===== src/rtl/hazard_control_unit.sv =====
`default_nettype none
`ifndef R_WIDTH
`define R_WIDTH 5
`endif
// +------------------------------------------------------------------------+
// | hazard_control_unit: stall/flush/freeze control for a 5-stage pipeline |
// | Revision: 1.0                                                          |
// +------------------------------------------------------------------------+
module hazard_control_unit #(
  parameter int DIV_LATENCY = 32
) (
  input  logic                 clk_i,
  input  logic                 rst_n_i,
  input  logic [`R_WIDTH-1:0]  ID_rs_i,
  input  logic [`R_WIDTH-1:0]  ID_rt_i,
  input  logic                 ID_branch_i,
  input  logic                 ID_branch_taken_i,
  input  logic                 ID_div_start_i,
  input  logic                 ID_uses_hilo_i,
  input  logic [`R_WIDTH-1:0]  EX_rd_i,
  input  logic                 EX_reg_write_i,
  input  logic                 EX_mem_read_i,
  input  logic                 MEM_dmem_ready_i,
  output logic                 PC_write_o,
  output logic                 IF_ID_write_o,
  output logic                 IF_flush_o,
  output logic                 ID_EX_bubble_o,
  output logic                 pipe_freeze_o,
  output logic                 div_busy_o
);

  typedef enum logic [0:0] {
    ST_IDLE   = 1'b0,
    ST_STALL2 = 1'b1
  } state_t;

  localparam logic [5:0] DIV_LOAD = 6'(DIV_LATENCY - 1);

  state_t     state_q, state_d;
  logic [5:0] div_cnt_q, div_cnt_d;
  logic       div_busy_q, div_busy_d;

  logic any_match;
  logic load_use;
  logic branch_alu;
  logic branch_load;
  logic div_hazard;
  logic freeze;
  logic stall;

  // Register 0 is hardwired, so a zero destination never creates a dependency.
  assign any_match   = (EX_rd_i != '0) && ((EX_rd_i == ID_rs_i) || (EX_rd_i == ID_rt_i));
  assign load_use    = EX_mem_read_i && any_match;
  assign branch_alu  = ID_branch_i && EX_reg_write_i && !EX_mem_read_i && any_match;
  assign branch_load = ID_branch_i && EX_mem_read_i && any_match;
  assign div_hazard  = div_busy_q && (ID_uses_hilo_i || ID_div_start_i);
  assign freeze      = !MEM_dmem_ready_i;
  assign stall       = (state_q == ST_STALL2) || load_use || branch_alu || div_hazard;

  assign div_busy_o  = div_busy_q;

  always_ff @(posedge clk_i or negedge rst_n_i) begin
    if (!rst_n_i) begin
      state_q    <= ST_IDLE;
      div_cnt_q  <= '0;
      div_busy_q <= 1'b0;
    end else begin
      state_q    <= state_d;
      div_cnt_q  <= div_cnt_d;
      div_busy_q <= div_busy_d;
    end
  end

  always_comb begin
    state_d        = state_q;
    div_cnt_d      = div_cnt_q;
    div_busy_d     = div_busy_q;
    PC_write_o     = 1'b1;
    IF_ID_write_o  = 1'b1;
    IF_flush_o     = 1'b0;
    ID_EX_bubble_o = 1'b0;
    pipe_freeze_o  = 1'b0;

    if (!rst_n_i) begin
      // Outputs stay at their reset values regardless of the inputs.
    end else if (freeze) begin
      pipe_freeze_o = 1'b1;
      PC_write_o    = 1'b0;
      IF_ID_write_o = 1'b0;
    end else begin
      if (stall) begin
        PC_write_o     = 1'b0;
        IF_ID_write_o  = 1'b0;
        ID_EX_bubble_o = 1'b1;
      end else if (ID_branch_i && ID_branch_taken_i) begin
        IF_flush_o = 1'b1;
      end

      // The first branch-load stall is the ordinary load-use stall; STALL2 adds the second.
      state_d = ((state_q == ST_IDLE) && branch_load) ? ST_STALL2 : ST_IDLE;

      if (div_busy_q) begin
        if (div_cnt_q == '0) begin
          div_busy_d = 1'b0;
        end else begin
          div_cnt_d = div_cnt_q - 6'd1;
        end
      end else if (ID_div_start_i && !stall) begin
        div_cnt_d  = DIV_LOAD;
        div_busy_d = 1'b1;
      end
    end
  end

endmodule
`default_nettype wire

===== config.mk =====
export PLATFORM = sky130hd
export DESIGN_NAME = hazard_control_unit
export DESIGN_NICKNAME = d
export VERILOG_FILES = /design/src/rtl/hazard_control_unit.sv
export SDC_FILE = /design/constraint.sdc
export NUM_CORES = 1
export LEC_CHECK = 0
export ABC_AREA = 1
export BUFFER_PORTS_ARGS = -buffer_cell sky130_fd_sc_hd__buf_2
export CAP_MARGIN = 20
export CELL_PAD_IN_SITES_DETAIL_PLACEMENT = 1
export CELL_PAD_IN_SITES_GLOBAL_PLACEMENT = 1
export CORE_MARGIN = 1.5
export CORE_UTILIZATION = 33
export DETAILED_ROUTE_END_ITERATION = 8
export PLACE_DENSITY_LB_ADDON = 0.1
export SYNTH_ARGS = -nofsm -noshare
export SYNTH_HDL_FRONTEND = slang
export SYNTH_SLANG_ARGS = --single-unit

===== constraint.sdc =====
create_clock -name clk_i -period 3.8 [get_ports clk_i]
set_clock_uncertainty 0.05 [all_clocks]
set_input_delay 0.38 -clock clk_i [delete_from_list [all_inputs] [get_ports clk_i]]
set_output_delay 0.38 -clock clk_i [all_outputs]
set_load 0.01 [all_outputs]

==> impl_metrics.py, run 1 <==
metrics = {
    "pwr": {
        "powerDensity_mw_per_mm2": 437.4,
        "p_clk_share_pct": 16.2,
        "p_sw_share_pct": 44.61,
        "p_leak_nw": 0.5855,
        "intPower_w": 0.0002304,
        "combPwrFrac_pct": 45.3,
        "seq_power_share_pct": 38.4,
        "ir_worst_vdd_mv": 0.1910,
        "p_sw_w": 0.0001855,
    },
    "clock_tree": {
        "clk_latency_ns": 0.26,
        "clock_tree.root_cell": "clkbuf_4",
        "cts_sinks": 8,
        "ctsResizeCount": 0,
        "cts-buffers-inserted": 3,
        "cts.clk_slew.worst_paths_ns": 0.05,
        "tritoncts": "built",
        "cts_setup_buffers": 0,
        "cts_buffer_depth": 2,
        "htreeDepth": 1,
    },
    "synth": {
        "synth_area_sq_um": 745.7,
        "syn-num-nets": 151,
        "synth_top_area_share_pct": 26.85,
        "synth_cells": 125,
        "synthTopCellsByArea": "dfrtp_1, nand2_1, inv_1, nand3_1, nor2_1",
        "yosysSeqAreaShare_pct": 26.85,
        "synth.top_cells.by_count": "nand2_1, inv_1, nor2_1, nand3_1, dfrtp_1",
        "synth-edff-count": 0,
        "synthFlopType": "dfrtp_1",
        "async_flop_share_pct": 100.0,
        "post_synth_num_cell_types": 19,
        "ys_seq_elements": 8,
        "yosysWarnings": 0,
        "syn-mean-instance-area_sq_um": 5.966,
        "yosysTopAreaCell": "dfrtp_1",
        "synth.most_common_cell": "nand2_1",
    },
    "worst_setup_path": {
        "slowest_delay_ns": 0.52,
        "cp.arrival_ns": 1.56,
        "start_kind": "primary input",
        "crit_chain": "dlygate4sd3_1 > buf_2 > nand2_1 > nor2_1 > buf_2",
        "rrSetupSlack_ns": 2.23,
        "rr_endpoint": "div_cnt_q[4]$_DFFE_PN0P_",
        "crit_family": "buffers and inverters",
        "end_kind": "output port",
        "critPathSlowestCell": "dlygate4sd3_1",
        "ff2ff_path_depth": 8,
        "path_max_fanout": 12,
        "required_ns": 3.37,
        "critPathKind": "primary input to output port",
        "path_buf_inv": 3,
        "timing.rr.start": "div_cnt_q[0]$_DFFE_PN0P_",
        "cpMostUsedCell": "buf_2",
    },
    "detailed_routing": {
        "initialDrtViolationCount": 10,
        "wire_per_inst_um": 10.19,
        "drtPass1Iterations": 4,
        "ant_nets": 0,
        "wl_mm": 1.886,
        "drc_errors": 0,
        "via_count": 884,
        "via_per_inst": 4.778,
    },
    "sta": {
        "maxSlewViolCount": 0,
        "fin_crit_ns": 1.994,
        "finalCritPeriodShare_pct": 52.48,
        "hold_violations": 0,
        "max_freq_ghz": 0.5015,
        "final.setup.tns_ns": 0,
        "slew_headroom_pct": 80.15,
        "rsz0062_at_grt": "false",
        "setup_viol": 0,
        "tightest_slew_ns": 0.2974,
    },
    "global_routing": {
        "antenna_found_initial": 0,
        "first_global_vias": 839,
        "gr-total-overflow": 0,
        "grt_pass1_wl_mm": 3.312,
        "grt_start_max_net_pins": 13,
        "grt_use_total_pct": 16.93,
    },
    "floorplanning": {
        "start_util_pct": 34.37,
        "num_rows": 17,
        "core_sq_mm": 0.002170,
        "chipWidth_um": 50.54,
        "die_y_um": 50.54,
        "die_area_sq_mm": 0.002554,
        "ios": 30,
    },
    "placement": {
        "placed_cell_area_sq_um": 918.4,
        "hpwl_mm": 1.556,
        "place.gp.congestion": 0.7397,
        "port_buffers": 29,
    },
    "finish": {
        "syn2layout_area_growth_pct": 27.52,
        "fillers": 316,
        "layout.nets": 185,
        "final_area_sq_um": 950.9,
        "antennaDiodeCount": 0,
        "drive_gt1_share_pct": 27.39,
    },
    "run_status": {
        "status": "completed",
    },
    "hold_path": {
        "worstHoldPathCells": 2,
        "hold_end": "div_cnt_q[0]$_DFFE_PN0P_",
        "min_from": "div_cnt_q[0]$_DFFE_PN0P_",
        "hp-class": "flip-flop to flip-flop",
    },
    "job": {
        "max-cap-violations": 0,
    },
}
## how the worst max path moves through the flow
| stage | cells past startpoint | start | endpoint | slack, ns |
|---|---|---|---|---|
| finish | 5 | rst_n_i | ID_EX_bubble_o | 1.81 |
| global route | 5 | rst_n_i | ID_EX_bubble_o | 1.70 |
| CTS | 5 | rst_n_i | ID_EX_bubble_o | 1.77 |
| detailed placement | 13 | EX_rd_i[4] | PC_write_o | 1.96 |
| global placement | 12 | EX_rd_i[0] | PC_write_o | 1.98 |
| floorplan | 12 | EX_rd_i[1] | PC_write_o | 2.15 |
## worst reg2reg max path, delay by kind of cell, from the launching register on
| family | cells | cell delay (ns) |
|---|---|---|
| DFF | 1 | 0.39 |
| buffers and inverters | 2 | 0.16 |
| AOI/OAI and AO/OA | 1 | 0.17 |
| and+or+nand+nor | 4 | 0.53 |
| adders and majority gates | 1 | 0.18 |
## kinds of logic (layout without fill, tap and decap cells)
| group | after synthesis | in the layout | share of synthesized area, % |
|---|---|---|---|
| flip-flops | 8 | 8 | 26.85 |
| AND/OR/NAND/NOR | 81 | 81 | 48.49 |
| adder cells (fa/ha/maj) | 2 | 2 | 3.355 |
| AO/OA/AOI/OAI | 8 | 8 | 6.376 |
| buffers and inverters | 24 | 56 | 12.58 |
| XOR/XNOR | 2 | 2 | 2.349 |
## area by class of cell
class / count / area, sq um / area share (%)
timing repair buffer: 30 / 155.1 / 16.32
inverter: 23 / 86.33 / 9.079
clock buffer: 3 / 22.52 / 2.368
sequential: 8 / 200.2 / 21.05
multi-input combinational: 93 / 451.7 / 47.50
tap: 28 / 35.03 / 3.684
## registers in the layout, summed over array words and instances, names as in the netlist
register / count
div_cnt_q: 6
div_busy_o: 1
state_q: 1
## through the flow
step	instances	hold slack (ns)	util, %	setup WS, ns	power, W
6_report	185	0.4519	43.83	1.806	0.0004159
5_1_grt	185	0.4672	43.83	1.704	0.0004579
4_1_cts	185	0.4531	43.83	1.766	0.0004215
3_5_place_dp	181	0.2214	42.33	1.960	0.0003502
3_3_place_gp	181	0.2183	42.33	1.982	0.0003396
2_1_floorplan	125	0.03441	-	2.154	0.0002856
## power groups by stage
stage	clock (W)	combinational, W	sequential [W]
3_5_place_dp	0	0.000190	0.000160
5_1_grt	0.0000752	0.000218	0.000165
3_3_place_gp	0	0.000181	0.000159
6_report	0.0000675	0.000189	0.000160
2_1_floorplan	0	0.000137	0.000148
4_1_cts	0.0000696	0.000193	0.000159
## cells in the final DEF, fill, tap and decap left out
master         instances
nand2_1               43
buf_2                 29
inv_1                 19
nor2_1                14
nand3_1               13
dfrtp_1                8
inv_2                  4
o21ai_0                4
nor3_1                 3
clkbuf_4               3
xnor2_1                2
nand2_2                2
a21oi_1                2
nand3_2                2
nand2_4                2
ha_1                   2
nand4_1                1
or2_2                  1
a21o_1                 1
a32o_1                 1
dlygate4sd3_1          1
## what timing repair did
| action | in CTS | in global routing |
|---|---|---|
| endpoints found under the hold margin | 8 | 0 |
| hold buffers | 1 | 0 |
| setup endpoints to repair | 0 | 0 |
## metal layers
metal / part of all wire (%) / routed length [um] / track usage [%] / vias to the layer above
met4: 2.1 / 40 / 8.108 / 0
met3: 3.1 / 59 / 2.083 / 5
met1: 44 / 835 / 18.92 / 409
met5: 0 / 0 / 0 / -
li1: - / - / - / 452
met2: 50 / 950 / 31.36 / 18
Power figures use the tool's default switching activity.
==> inputs of run 2 (changes only) <==
- CORE_UTILIZATION: 33 -> 28
- clock period: 3.8 -> 1.6 ns (I/O delays scaled with it)
==> run 2 against run 1 <==
Effect of this change: sequential cell count unchanged; hold slack lost 0.19 ns; critical path depth grew 1; wire length up 11%; final area up 3.2%; non-clock buffer count increased by 3; critical endpoint is now IF_flush_o.
==> impl_metrics.py, run 2 (synthesis gave the netlist of run 1 again) <==
metrics = {
    "worst_setup_path": {
        "end_kind": "output port",
        "rr_endpoint": "div_cnt_q[4]$_DFFE_PN0P_",
        "timing.rr.start": "div_cnt_q[1]$_DFFE_PN0P_",
        "crit_family": "buffers and inverters",
        "ff2ff_path_depth": 8,
        "cp.arrival_ns": 1.29,
        "required_ns": 1.39,
        "path_buf_inv": 4,
        "critPathKind": "primary input to output port",
        "path_max_fanout": 11,
        "slowest_delay_ns": 0.52,
        "crit_cells": 6,
        "crit_chain": "dlygate4sd3_1 > buf_2 > buf_4 > nand3_1 > nor2_1 > buf_2",
        "critPathSlowestCell": "dlygate4sd3_1",
        "cpMostUsedCell": "buf_2",
        "start_kind": "primary input",
        "rrSetupSlack_ns": 0.13,
    },
    "pwr": {
        "powerDensity_mw_per_mm2": 1042,
        "ir_worst_vdd_mv": 0.5347,
        "power.total_w": 0.001022,
        "p_leak_nw": 0.5984,
    },
    "finish": {
        "largest-register": "div_cnt_q",
        "layout_commonest_cell": "nand2_1",
        "drive_gt1_share_pct": 31.25,
        "syn2layout_area_growth_pct": 31.54,
        "utilization_pct": 39.24,
        "layout.nets": 188,
        "antennaDiodeCount": 0,
        "final_cell_mix": "nand2_1, buf_2, inv_1",
        "largest_reg_flops": 6,
    },
    "detailed_routing": {
        "wire_per_inst_um": 10.98,
        "drtPass1Iterations": 4,
        "via_per_inst": 4.763,
        "ant_nets": 0,
        "drc_errors": 0,
        "wl_mm": 2.087,
        "via_count": 905,
        "initialDrtViolationCount": 7,
    },
    "clock_tree": {
        "clk_latency_ns": 0.26,
        "cts_buffer_depth": 2,
        "cts.clk_slew.worst_paths_ns": 0.06,
        "cts-buffers-inserted": 3,
        "htreeDepth": 1,
        "cts_sinks": 8,
        "clock_tree.root_cell": "clkbuf_4",
        "tritoncts": "built",
    },
    "sta": {
        "max_freq_ghz": 0.6683,
        "slew_headroom_pct": 78.71,
        "fin_crit_ns": 1.496,
        "rsz0062_at_grt": "false",
        "finalCritPeriodShare_pct": 93.52,
        "final.setup.tns_ns": 0,
        "tightest_slew_ns": 0.3191,
        "maxSlewViolCount": 0,
        "setup_viol": 0,
        "timing.final.ws_setup_ns": 0.1036,
        "hold_violations": 0,
    },
    "floorplanning": {
        "die_y_um": 54.61,
        "ios": 30,
        "core_sq_mm": 0.002500,
        "num_rows": 18,
        "start_util_pct": 29.83,
        "die_area_sq_mm": 0.002982,
        "chipWidth_um": 54.61,
    },
    "global_routing": {
        "first_global_vias": 840,
        "antenna_found_initial": 0,
        "grt_pass1_wl_mm": 3.339,
        "grt_start_max_net_pins": 12,
        "gr-total-overflow": 0,
        "grt_use_total_pct": 15.61,
    },
    "placement": {
        "place_ws_ns": 0.07019,
        "hpwl_mm": 1.728,
        "place.gp.congestion": 0.7130,
        "port_buffers": 29,
    },
    "hold_path": {
        "hold_end": "state_q$_DFFE_PN0P_",
        "worstHoldPathCells": 3,
        "min_from": "MEM_dmem_ready_i",
        "hp-class": "primary input to flip-flop",
    },
    "run_status": {
        "status": "completed",
    },
    "job": {
        "max-cap-violations": 0,
    },
}
## run 2: cell count changes in the layout (fill, tap and decap cells not counted), sizes merged
cell	change
buf	+3
## run 2: layout make-up
class                           instances  area [sq um]
Multi-Input combinational cell         93         456.7
Tap cell                               30         37.54
Timing Repair Buffer                   33         177.7
Sequential cell                         8         200.2
Fill cell                             340          1519
Inverter                               23         86.33
Clock buffer                            3         22.52
## run 2: tightest hold or removal path, stage by stage
cell,delay (ns)
buf_2,0.12
nand2_1,0.12
a32o_1,0.14
## run 2: worst max-delay path by stage
stage,from,to,slack [ns]
after floorplan,div_cnt_q[0]$_DFFE_PN0P_,div_cnt_q[4]$_DFFE_PN0P_,0.17
after global placement,div_cnt_q[0]$_DFFE_PN0P_,div_cnt_q[4]$_DFFE_PN0P_,0.13
after detailed placement,div_cnt_q[0]$_DFFE_PN0P_,div_cnt_q[4]$_DFFE_PN0P_,0.07
after CTS,div_busy_o$_DFFE_PN0P_,IF_flush_o,0.04
after global routing,div_cnt_q[1]$_DFFE_PN0P_,div_cnt_q[4]$_DFFE_PN0P_,0.01
final,rst_n_i,IF_flush_o,0.10
## run 2: power breakdown
part	switching [W]	internal [W]	total, W
registers	0.0000875	0.000281	0.000368
logic	0.000291	0.000202	0.000493
clock network	0.0000744	0.0000862	0.000161
## run 2: repair_timing
| action | 4_1_cts | 5_1_grt |
|---|---|---|
| gates resized for setup | 0 | 5 |
| endpoints found under the hold margin | 8 | 0 |
| buffers inserted | 0 | 1 |
| hold buffers | 1 | 0 |
| setup endpoints to repair | 0 | 4 |
## run 2: metrics by stage
step / instances / area, sq um / hold WS (ns)
finish: 190 / 980.9 / 0.2641
global route: 190 / 980.9 / 0.2636
CTS: 189 / 968.4 / 0.2490
detailed placement: 185 / 935.9 / 0.06121
global placement: 185 / 935.9 / 0.05215
floorplan: 125 / 745.7 / -0.1856
## run 2: per-layer routing
metal  track usage [%]  up-vias  share of wire [%]
met2             30.16       23                 50
met4             5.000        0               0.91
met1             15.90      424                 45
met5                 0        -                  0
li1                  -      456                  -
met3             4.098        2                3.7
==> inputs of run 3 (changes only) <==
- MAX_ROUTING_LAYER: unset -> met4
==> run 3 against run 2 <==
Effect of this change: maximum frequency increased by 0.15%; total power decreased by 0.12%; clock power hardly changed; critical path type unchanged; hold slack improved by 0.0019 ns; sequential power barely moved; via count down 0.22%; critical endpoint unchanged; non-clock buffer count stayed put; largest cell class unchanged.
==> impl_metrics.py, run 3 (synthesis gave the netlist of run 1 again) <==
metrics = {
    "finish": {
        "utilization_pct": 39.24,
        "final_cell_mix": "nand2_1, buf_2, inv_1",
        "largest_reg_flops": 6,
        "instances_no_fill": 190,
        "fillers": 340,
        "syn2layout_area_growth_pct": 31.54,
        "antennaDiodeCount": 0,
        "layout.nets": 188,
        "largest-register": "div_cnt_q",
        "layout_commonest_cell": "nand2_1",
        "drive_gt1_share_pct": 31.25,
    },
    "run_status": {
        "status": "completed",
    },
    "placement": {
        "port_buffers": 29,
        "dp_cells": 185,
        "hpwl_mm": 1.728,
        "place.gp.congestion": 0.7211,
        "place_ws_ns": 0.07019,
    },
    "detailed_routing": {
        "initialDrtViolationCount": 7,
        "via_count": 903,
        "wl_mm": 2.095,
        "via_per_inst": 4.753,
        "drtPass1Iterations": 4,
        "wire_per_inst_um": 11.03,
        "ant_nets": 0,
        "drc_errors": 0,
    },
    "clock_tree": {
        "cts.clk_slew.worst_paths_ns": 0.06,
        "clk_latency_ns": 0.26,
        "cts_buffer_depth": 2,
        "cts-buffers-inserted": 3,
        "cts_sinks": 8,
        "htreeDepth": 1,
        "clock_tree.root_cell": "clkbuf_4",
        "tritoncts": "built",
    },
    "global_routing": {
        "grt_use_total_pct": 16.05,
        "grt_pass1_wl_mm": 3.339,
        "first_global_vias": 839,
        "gr-total-overflow": 0,
        "grt_start_max_net_pins": 12,
        "antenna_found_initial": 0,
    },
    "sta": {
        "maxSlewViolCount": 0,
        "rsz0062_at_grt": "false",
        "hold_violations": 0,
        "max_freq_ghz": 0.6693,
        "timing.final.ws_setup_ns": 0.1058,
        "setup_viol": 0,
        "final.setup.tns_ns": 0,
        "slew_headroom_pct": 78.66,
        "fin_crit_ns": 1.494,
        "finalCritPeriodShare_pct": 93.38,
        "tightest_slew_ns": 0.3198,
    },
    "worst_setup_path": {
        "path_max_fanout": 11,
        "ff2ff_path_depth": 8,
        "critPathKind": "primary input to output port",
        "end_kind": "output port",
        "rrSetupSlack_ns": 0.14,
        "start_kind": "primary input",
        "cp.arrival_ns": 1.28,
        "required_ns": 1.39,
    },
    "hold_path": {
        "worstHoldPathCells": 3,
        "hp-class": "primary input to flip-flop",
    },
    "floorplanning": {
        "die_area_sq_mm": 0.002982,
        "core_sq_mm": 0.002500,
        "ios": 30,
        "start_util_pct": 29.83,
        "chipWidth_um": 54.61,
        "num_rows": 18,
        "die_y_um": 54.61,
    },
    "pwr": {
        "p_leak_nw": 0.5984,
        "power.total_w": 0.001021,
        "powerDensity_mw_per_mm2": 1041,
        "ir_worst_vdd_mv": 0.5366,
    },
    "job": {
        "max-cap-violations": 0,
    },
}
-- run 3: per-stage QoR --
| step | instance area (sq um) | hold WS [ns] |
|---|---|---|
| floorplan | 745.7 | -0.1856 |
| global placement | 935.9 | 0.05215 |
| detailed placement | 935.9 | 0.06121 |
| CTS | 968.4 | 0.2490 |
| global route | 980.9 | 0.2636 |
| finish | 980.9 | 0.2660 |
-- run 3: layer usage --
metal  global-route usage (%)  wire [um]  up-vias
li1                         -          -      455
met1                    15.90        935      422
met2                    30.16       1043       22
met3                    4.098         86        4
met4                    5.000         30        0
met5                        -          0        -
-- run 3: worst max-delay path: stages --
cell and delay, ns:
dlygate4sd3_1 0.52, buf_2 0.11, buf_4 0.19, nand3_1 0.09, nor2_1 0.10, buf_2 0.13
-- run 3: final cells by class --
type | count | area [sq um] | share of cell area (%)
Clock buffer | 3 | 22.52 | 2.296
Inverter | 23 | 86.33 | 8.801
Multi-Input combinational cell | 93 | 456.7 | 46.56
Sequential cell | 8 | 200.2 | 20.41
Tap cell | 30 | 37.54 | 3.827
Timing Repair Buffer | 33 | 177.7 | 18.11
-- run 3: path summary, 6_finish.rpt --
path                                          start                  endpoint
setup / recovery                            rst_n_i                IF_flush_o
hold / removal                     MEM_dmem_ready_i       state_q$_DFFE_PN0P_
setup reg to reg           div_cnt_q[1]$_DFFE_PN0P_  div_cnt_q[4]$_DFFE_PN0P_
hold reg to reg            div_cnt_q[1]$_DFFE_PN0P_  div_cnt_q[1]$_DFFE_PN0P_
max in group asynchronous                   rst_n_i  div_cnt_q[3]$_DFFE_PN0P_
min in group asynchronous                   rst_n_i       state_q$_DFFE_PN0P_
-- run 3: report_power, final --
group / internal (W) / total (W) / switching (W)
clock: 0.0000862 / 0.000161 / 0.0000743
combinational: 0.000203 / 0.000493 / 0.000290
sequential: 0.000281 / 0.000367 / 0.0000867
-- run 3: what timing repair did --
| item | CTS | global route |
|---|---|---|
| endpoints found under the setup margin | 0 | 4 |
| hold buffers | 1 | 0 |
| buffers inserted | 0 | 1 |
| hold endpoints to repair | 8 | 0 |
| resized for setup | 0 | 5 |
